--- src/rtl/out_port_serial_tx.sv ---
// ----------------------------------------------------------------------------
// out_port_serial_tx : FIFO-buffered 8N1 serialiser for one memory-mapped output port (rev 1.0)
// ----------------------------------------------------------------------------
`default_nettype none

module out_port_serial_tx #(
  parameter int DATA_BITS    = 8,
  parameter int CLKS_PER_BIT = 16,
  parameter int FIFO_DEPTH   = 4
) (
  input  logic                 clk,
  input  logic                 reset,
  input  logic [DATA_BITS-1:0] port_data,
  input  logic                 port_wr_en,
  output logic                 tx,
  output logic                 busy,
  output logic                 fifo_full,
  output logic                 overflow
);

  localparam int PTR_W = (FIFO_DEPTH > 1) ? $clog2(FIFO_DEPTH) : 1;
  localparam int CNT_W = $clog2(FIFO_DEPTH + 1);
  localparam int CLK_W = (CLKS_PER_BIT > 1) ? $clog2(CLKS_PER_BIT) : 1;
  localparam int IDX_W = (DATA_BITS > 1) ? $clog2(DATA_BITS) : 1;

  localparam logic [CLK_W-1:0] LAST_CLK = CLK_W'(CLKS_PER_BIT - 1);
  localparam logic [IDX_W-1:0] LAST_IDX = IDX_W'(DATA_BITS - 1);
  localparam logic [CNT_W-1:0] DEPTH_C  = CNT_W'(FIFO_DEPTH);

  typedef enum logic [1:0] {
    IDLE  = 2'd0,
    START = 2'd1,
    DATA  = 2'd2,
    STOP  = 2'd3
  } state_t;

  state_t               state, state_n;
  logic [CLK_W-1:0]     bit_cnt, bit_cnt_n;
  logic [IDX_W-1:0]     bit_idx, bit_idx_n;
  logic [DATA_BITS-1:0] shift_reg, shift_n;
  logic                 tx_n;

  logic [DATA_BITS-1:0] mem [FIFO_DEPTH];
  logic [PTR_W-1:0]     wr_ptr, rd_ptr;
  logic [CNT_W-1:0]     count, count_n;
  logic                 push, pop, drop;
  logic                 fifo_empty;

  // Fullness is judged on the registered count, so a pop in the same cycle
  // does not rescue a write that arrives while full.
  assign fifo_empty = (count == '0);
  assign push       = port_wr_en && (count != DEPTH_C);
  assign drop       = port_wr_en && (count == DEPTH_C);

  always_comb begin
    count_n = count;
    unique case ({push, pop})
      2'b10:   count_n = count + CNT_W'(1);
      2'b01:   count_n = count - CNT_W'(1);
      default: count_n = count;
    endcase
  end

  always_ff @(posedge clk) begin
    if (push) begin
      mem[wr_ptr] <= port_data;
    end
  end

  always_comb begin
    state_n   = state;
    bit_cnt_n = bit_cnt;
    bit_idx_n = bit_idx;
    shift_n   = shift_reg;
    pop       = 1'b0;

    unique case (state)
      IDLE: begin
        if (!fifo_empty) begin
          pop       = 1'b1;
          shift_n   = mem[rd_ptr];
          bit_cnt_n = '0;
          state_n   = START;
        end
      end

      START: begin
        if (bit_cnt == LAST_CLK) begin
          bit_cnt_n = '0;
          bit_idx_n = '0;
          state_n   = DATA;
        end else begin
          bit_cnt_n = bit_cnt + CLK_W'(1);
        end
      end

      DATA: begin
        if (bit_cnt == LAST_CLK) begin
          bit_cnt_n = '0;
          if (bit_idx == LAST_IDX) begin
            state_n = STOP;
          end else begin
            bit_idx_n = bit_idx + IDX_W'(1);
          end
        end else begin
          bit_cnt_n = bit_cnt + CLK_W'(1);
        end
      end

      STOP: begin
        if (bit_cnt == LAST_CLK) begin
          bit_cnt_n = '0;
          // Chain straight into the next start bit when more data waits.
          if (!fifo_empty) begin
            pop     = 1'b1;
            shift_n = mem[rd_ptr];
            state_n = START;
          end else begin
            state_n = IDLE;
          end
        end else begin
          bit_cnt_n = bit_cnt + CLK_W'(1);
        end
      end

      default: state_n = IDLE;
    endcase

    // Line level is computed from the next state so the flop presents it
    // in the same cycle the FSM enters that state.
    tx_n = 1'b1;
    if (state_n == START) begin
      tx_n = 1'b0;
    end else if (state_n == DATA) begin
      tx_n = shift_n[bit_idx_n];
    end
  end

  always_ff @(posedge clk or posedge reset) begin
    if (reset) begin
      state     <= IDLE;
      bit_cnt   <= '0;
      bit_idx   <= '0;
      shift_reg <= '0;
      tx        <= 1'b1;
      wr_ptr    <= '0;
      rd_ptr    <= '0;
      count     <= '0;
      busy      <= 1'b0;
      fifo_full <= 1'b0;
      overflow  <= 1'b0;
    end else begin
      state     <= state_n;
      bit_cnt   <= bit_cnt_n;
      bit_idx   <= bit_idx_n;
      shift_reg <= shift_n;
      tx        <= tx_n;
      count     <= count_n;
      busy      <= (count_n != '0) || (state_n != IDLE);
      fifo_full <= (count_n == DEPTH_C);
      overflow  <= drop;
      if (push) begin
        wr_ptr <= wr_ptr + PTR_W'(1);
      end
      if (pop) begin
        rd_ptr <= rd_ptr + PTR_W'(1);
      end
    end
  end

endmodule

`default_nettype wire

--- config.mk ---
export PLATFORM = sky130hd
export DESIGN_NAME = out_port_serial_tx
export DESIGN_NICKNAME = d
export VERILOG_FILES = /design/src/rtl/out_port_serial_tx.sv
export SDC_FILE = /design/constraint.sdc
export NUM_CORES = 1
export LEC_CHECK = 0
export BUFFER_PORTS_ARGS = -buffer_cell sky130_fd_sc_hd__buf_2
export CAP_MARGIN = 0
export CORE_MARGIN = 3
export CORE_UTILIZATION = 55
export CTS_BUF_LIST = sky130_fd_sc_hd__clkbuf_8
export DETAILED_ROUTE_END_ITERATION = 8
export HOLD_SLACK_MARGIN = 0.1
export PLACE_DENSITY = 0.73
export SETUP_SLACK_MARGIN = 0.5
export SLEW_MARGIN = 10
export SYNTH_ARGS = -nofsm -noshare
export SYNTH_HDL_FRONTEND = slang
export SYNTH_SLANG_ARGS = --single-unit
--- constraint.sdc ---
create_clock -name clk -period 3.65 [get_ports clk]
set_input_delay 0.1825 -clock clk [delete_from_list [all_inputs] [get_ports clk]]
set_output_delay 0.1825 -clock clk [all_outputs]
set_load 0.01 [all_outputs]
# Word-level counts from Yosys, hierarchy flattened

Memory sizes are Yosys's and may differ from the RTL's.
Index checks and enable logic that the tools add are counted.

Equal/unequal tests: 13
$lt $le $gt $ge: 1
Multiplexer cells: 27
Reduce and logical (&&, ||, !) cells: 8
$add $sub $neg: 6

Operators with widths:

| cell                | count |
|---|---|
| $mux 8              | 2 |
| $pmux 8 s2          | 1 |
| $pmux 3 s2          | 2 |
| $mux 2              | 5 |
| $eq 3x3->1 const B  | 3 |
| $mux 3              | 3 |
| $eq 2x2->1 const B  | 4 |
| $mux 1              | 8 |
| $mux 4              | 2 |
| $pmux 2 s4          | 1 |
| $pmux 4 s2          | 1 |
| $add 3x1->3 const B | 2 |
| $eq 2x1->1 const B  | 3 |
| $add 2x1->2 const B | 2 |
| $add 4x1->4 const B | 1 |
| $eq 4x4->1 const B  | 1 |
| $lt 3x4->1 const B  | 1 |
| $bmux 1 s3          | 1 |
| $logic_not 3->1     | 1 |
| $ne 3x3->1 const B  | 1 |
| $reduce_bool 3->1   | 1 |
| $reduce_or 3->1     | 1 |
| $sub 3x1->3 const B | 1 |
| $logic_and 1x1->1   | 2 |
| 5 further kinds     | 5 |

Output and inout port bits: 4
Input port bits: 11
Word-level logic and storage cells: 67
Bits in writable memories: 32
Memories kept: 1
Bits in registers: 28

Memory list:

| name | words | width | rd ports | clocked after Yosys merged registers in | wr ports | line | RTL |
|---|---|---|---|---|---|---|---|
| mem  | 4     | 8     | 1        | 0                                       | 1        | 43   | `logic [DATA_BITS-1:0] mem [FIFO_DEPTH];` |

# Longest topological paths before layout

Depth after elaboration: 8
Mapped depth: 12
Mapped depth without buffers: 11

# Least setup slack after synthesis

OpenSTA, ideal clock, no wires.

Kind: flip-flop to flip-flop
Start: reg state[1]
End: reg busy
Arrival time: 2,321 ps
Path slack: 1,190 ps
Stages on the path, launching flop included: 12
Buffers on the path: 1
Library setup time: 138 ps
Cell sequence: dfrtp_1 > inv_1 > ha_1 > nor3_2 > buf_2 > ha_1 > inv_1 > fa_1 > xor2_1 > nor2_1 > xnor2_1 > nand4b_1

Cells in the longest elaborated chain, start to end: 6

RTL lines:

| what                                          | line | RTL |
|---|---|---|
| start, declared                               | 37   | `state_t state, state_n;` |
| start signal, assigned                        | 153  | `state <= state_n;` |
| $eq 2x2->1 or $logic_not 2->1 (tied branches) | 77   | `unique case (state)` |
| $pmux 1 s2 *                                  | 77   |  |
| named net pop                                 | 46   | `logic push, pop, drop;` |
| $eq 2x1->1 or $eq 2x2->1 (tied branches)      | 57   | `unique case ({push, pop})` |
| $pmux 3 s2 *                                  | 57   |  |
| $reduce_bool 3->1 *                           | 159  | `busy <= (count_n != '0) \|\| (state_n != IDLE);` |
| $logic_or 1x1->1 *                            | 159  |  |
| end signal, assigned                          | 159  |  |
| end, declared                                 | 16   | `output logic busy,` |

Mark *: on every way through the listed nets, which the timed path passes. The rest lies on a longest branch.
A chain may end at the register's enable or synchronous reset.

# Worst setup path after layout

Start: reg state[1]
End: reg busy

Cells in the longest elaborated chain, start to end: 6

RTL lines:

| what                                          | line |
|---|---|
| $eq 2x2->1 or $logic_not 2->1 (tied branches) | 77 |
| $pmux 1 s2                                    | 77 |
| $eq 2x1->1 or $eq 2x2->1 (tied branches)      | 57 |
| $pmux 3 s2                                    | 57 |
| $reduce_bool 3->1                             | 159 |
| $logic_or 1x1->1 *                            | 159 |

Every way passes the cells marked *; elsewhere a longest branch is shown, timed or not.

==> results.sh <==
export IMPL_status="completed"
export IMPL_crit_required_ns=3.84
export IMPL_avgSynthCellArea_um2=14.1
export IMPL_setup_viol=0
export IMPL_synth_area_um2=2720
export IMPL_start_util=0.595
export IMPL_finalCriticalPeriod_ns=2.65
export IMPL_p_int_mw=1.64
export IMPL_grt_pass1_wl_um=8560
export IMPL_finalSetupTns_ns=0
export IMPL_dp_slack_ns=1.01
export IMPL_p_switching_uw=915
export IMPL_p_per_area_nw_per_um2=822
export IMPL_syn_instance_count=193
export IMPL_port_buffers=14
export IMPL_die_area_um2=5820
export IMPL_cp_endpoint="busy"
export IMPL_crit_arrival_ns=2.85
export IMPL_clkLatencyLatePin_ns=0.33
export IMPL_vias_per_cell=5.53
export IMPL_synthFlopType="edfxtp_1"
export IMPL_hpwl_um=3350
export IMPL_largest_reg_flops=32
export IMPL_ys_seq_area_frac=0.612
export IMPL_layout_drive_gt1_share=0.225
export IMPL_num_vias=1614
export IMPL_synthTopCellsByArea="edfxtp_1 (35%), dfrtp_1 (25%), mux4_2 (6.6%)"
export IMPL_startpoint_type="register"
export IMPL_rsz0062_at_grt="no"
export IMPL_period_share=0.727
export IMPL_grt_max_degree=29
export IMPL_antennaDiodeCount=0
export IMPL_path_clk_slew_ns=0.06
export IMPL_gr_total_overflow=0
export IMPL_maxCapViolations=0
export IMPL_p_leak_nw=1.30
export IMPL_synth_top_area_share=0.354
export IMPL_p_comb_frac=0.386
export IMPL_drtIter0Drc=82
export IMPL_clk_path_buf_depth=2
export IMPL_cts_sinks=60
export IMPL_finalMaxSlewViolations=0
export IMPL_htreeDepth=3
export IMPL_rr_worst_depth=11
export IMPL_grt_pass1_vias=1810
export IMPL_fmax_ghz=0.377
export IMPL_final_common_cell="edfxtp_1"
export IMPL_cts_root_buffer="clkbuf_8"
export IMPL_die_h_um=76.3
export IMPL_swShare=0.358
export IMPL_final_cell_mix="edfxtp_1 (32), dfrtp_1 (27), inv_1 (16)"
export IMPL_num_fill_cells=325
export IMPL_drc_errors=0
export IMPL_relSlewSlack=0.313
export IMPL_firstDrtPassIters=4
export IMPL_synth_top_family_by_area="compound AO/OA/AOI/OAI gates"
export IMPL_finalHoldViolations=0
export IMPL_power_mw=2.56
export IMPL_synth_edf_count=32
export IMPL_startpoint="state[1]"
export IMPL_async_reset_ff_frac=0.467
export IMPL_worst_r2r_setup_slack_ns=1.0
export IMPL_clkPwrFrac=0.195
export IMPL_synth_cell_types=47
export IMPL_synthMuxAreaShare=0.0857
export IMPL_routed_wl_um=4880
export IMPL_r2r_start="state[1]"
export IMPL_synthSimpleGateAreaFrac=0.0940
export IMPL_syn_to_final_growth_pct=14.6
export IMPL_synth_compound_area_frac=0.0986
export IMPL_yosys_area_share_xor_xnor=0.0194
export IMPL_synthAdderAreaFrac=0.0627
export IMPL_cts_tree="built"
export IMPL_crit_fanout=11
export IMPL_post_cts_buffers=0
export IMPL_cts_made_buffers=9
export IMPL_worstSetupPathType="reg -> reg"
export IMPL_endpoint_kind="register"
export IMPL_grt_usage=0.193
export IMPL_hold_class="in -> async"
export IMPL_fin_nets=247
export IMPL_io_pins=15
export IMPL_synth_nets=217
export IMPL_skew_ns=0.00909
export IMPL_core_um2=4560
export IMPL_rows=24
export IMPL_avgRoutedWirePerCell_um=16.7
export IMPL_regToRegEndpoint="busy"
export IMPL_ir_worst_vdd_mv=0.456
export IMPL_pwr_share_seq=0.418
export IMPL_ant_nets=0
export IMPL_yosys_register_bits=60
export IMPL_worstMarginPinSlew_ns=1.03
export IMPL_die_w_um=76.3
export IMPL_gp_congestion=0.912
export IMPL_antenna_found_initial=0
export IMPL_synth_top_area_cell="edfxtp_1"
export IMPL_yosys_warnings=0
export IMPL_setup_ws_ns=0.995
[cells in the mapped netlist, types with 2 or more instances]
library cell	instances
nor2_1	12
mux2_2	2
a21oi_1	3
edfxtp_1	32
mux2i_1	3
nand3_1	2
a22o_2	4
mux4_2	8
xnor2_1	4
a22o_1	5
buf_2	2
o21ai_0	8
nand2_1	12
clkbuf_1	2
a41oi_1	2
nand3b_1	2
inv_1	14
and2_1	7
nor3_1	3
dfrtp_1	27
ha_1	12
xor2_1	2
[layout make-up]
class / count / area, um2 / share of cell area
Clock inverter: 4 / 17.5 / 0.00563
Clock buffer: 11 / 151 / 0.0487
Sequential cell: 60 / 1660 / 0.534
Inverter: 14 / 52.6 / 0.0169
Multi-Input combinational cell: 114 / 978 / 0.314
Timing Repair Buffer: 24 / 168 / 0.0539
Tap cell: 65 / 81.3 / 0.0261
[worst min path at each step]
stage	from	slack (ns)	cells after the start	end
2_1_floorplan	reset	0.25	1	bit_cnt[0]
5_1_grt	reset	0.17	2	wr_ptr[1]
6_report	reset	0.1	2	wr_ptr[0]
4_1_cts	reset	0.13	2	state[0]
3_3_place_gp	port_data[0]	0.39	1	mem[2][0]
3_5_place_dp	port_data[1]	0.40	1	mem[0][1]
[power groups by stage]
stage	logic (mW)	clock network, mW	registers (mW)
3_5_place_dp	0.972	0	1.08
4_1_cts	0.983	0.510	1.07
6_report	0.988	0.499	1.07
3_3_place_gp	0.914	0	1.07
2_1_floorplan	0.789	0	1.01
5_1_grt	1.09	0.542	1.10
[routing by layer]
layer | GRT usage | part of all wire | vias to the layer above
met1 | 0.219 | 0.41 | 808
met2 | 0.341 | 0.54 | 34
li1 | - | - | 768
met4 | 0.0924 | 0.0082 | 0
met3 | 0.0449 | 0.038 | 4
met5 | 0 | 0 | -
[timing repair]
item                      in CTS  in global routing
hold endpoints to repair      33                  0
hold buffers                   9                  0
resized for setup              0                  0
[through the flow]
step	cells	area, um2	util	hold WS (ns)
global placement	268	2850	0.625	0.391
CTS	292	3110	0.682	0.126
detailed placement	268	2850	0.625	0.399
finish	292	3110	0.682	0.0990
floorplan	193	2720	-	0.247
global route	292	3110	0.682	0.174
[worst max-delay path, cell delays in order, from the launching register on]
cell	delay, ns
dfrtp_1	0.41
inv_1	0.10
ha_1	0.38
nor3_2	0.21
buf_4	0.21
ha_1	0.20
inv_1	0.06
fa_1	0.38
xor2_1	0.15
nor2_1	0.11
xnor2_1	0.18
nand4b_1	0.13
[cells by family after synthesis]
family	Yosys count
AOI/OAI and AO/OA	34
xor gates and xnor gates	6
and+or+nand+nor	48
buffers and inverters	19
DFF	60
adders and majority gates	13
muxes	13
Note: power is estimated with default switching activity, not from simulation.
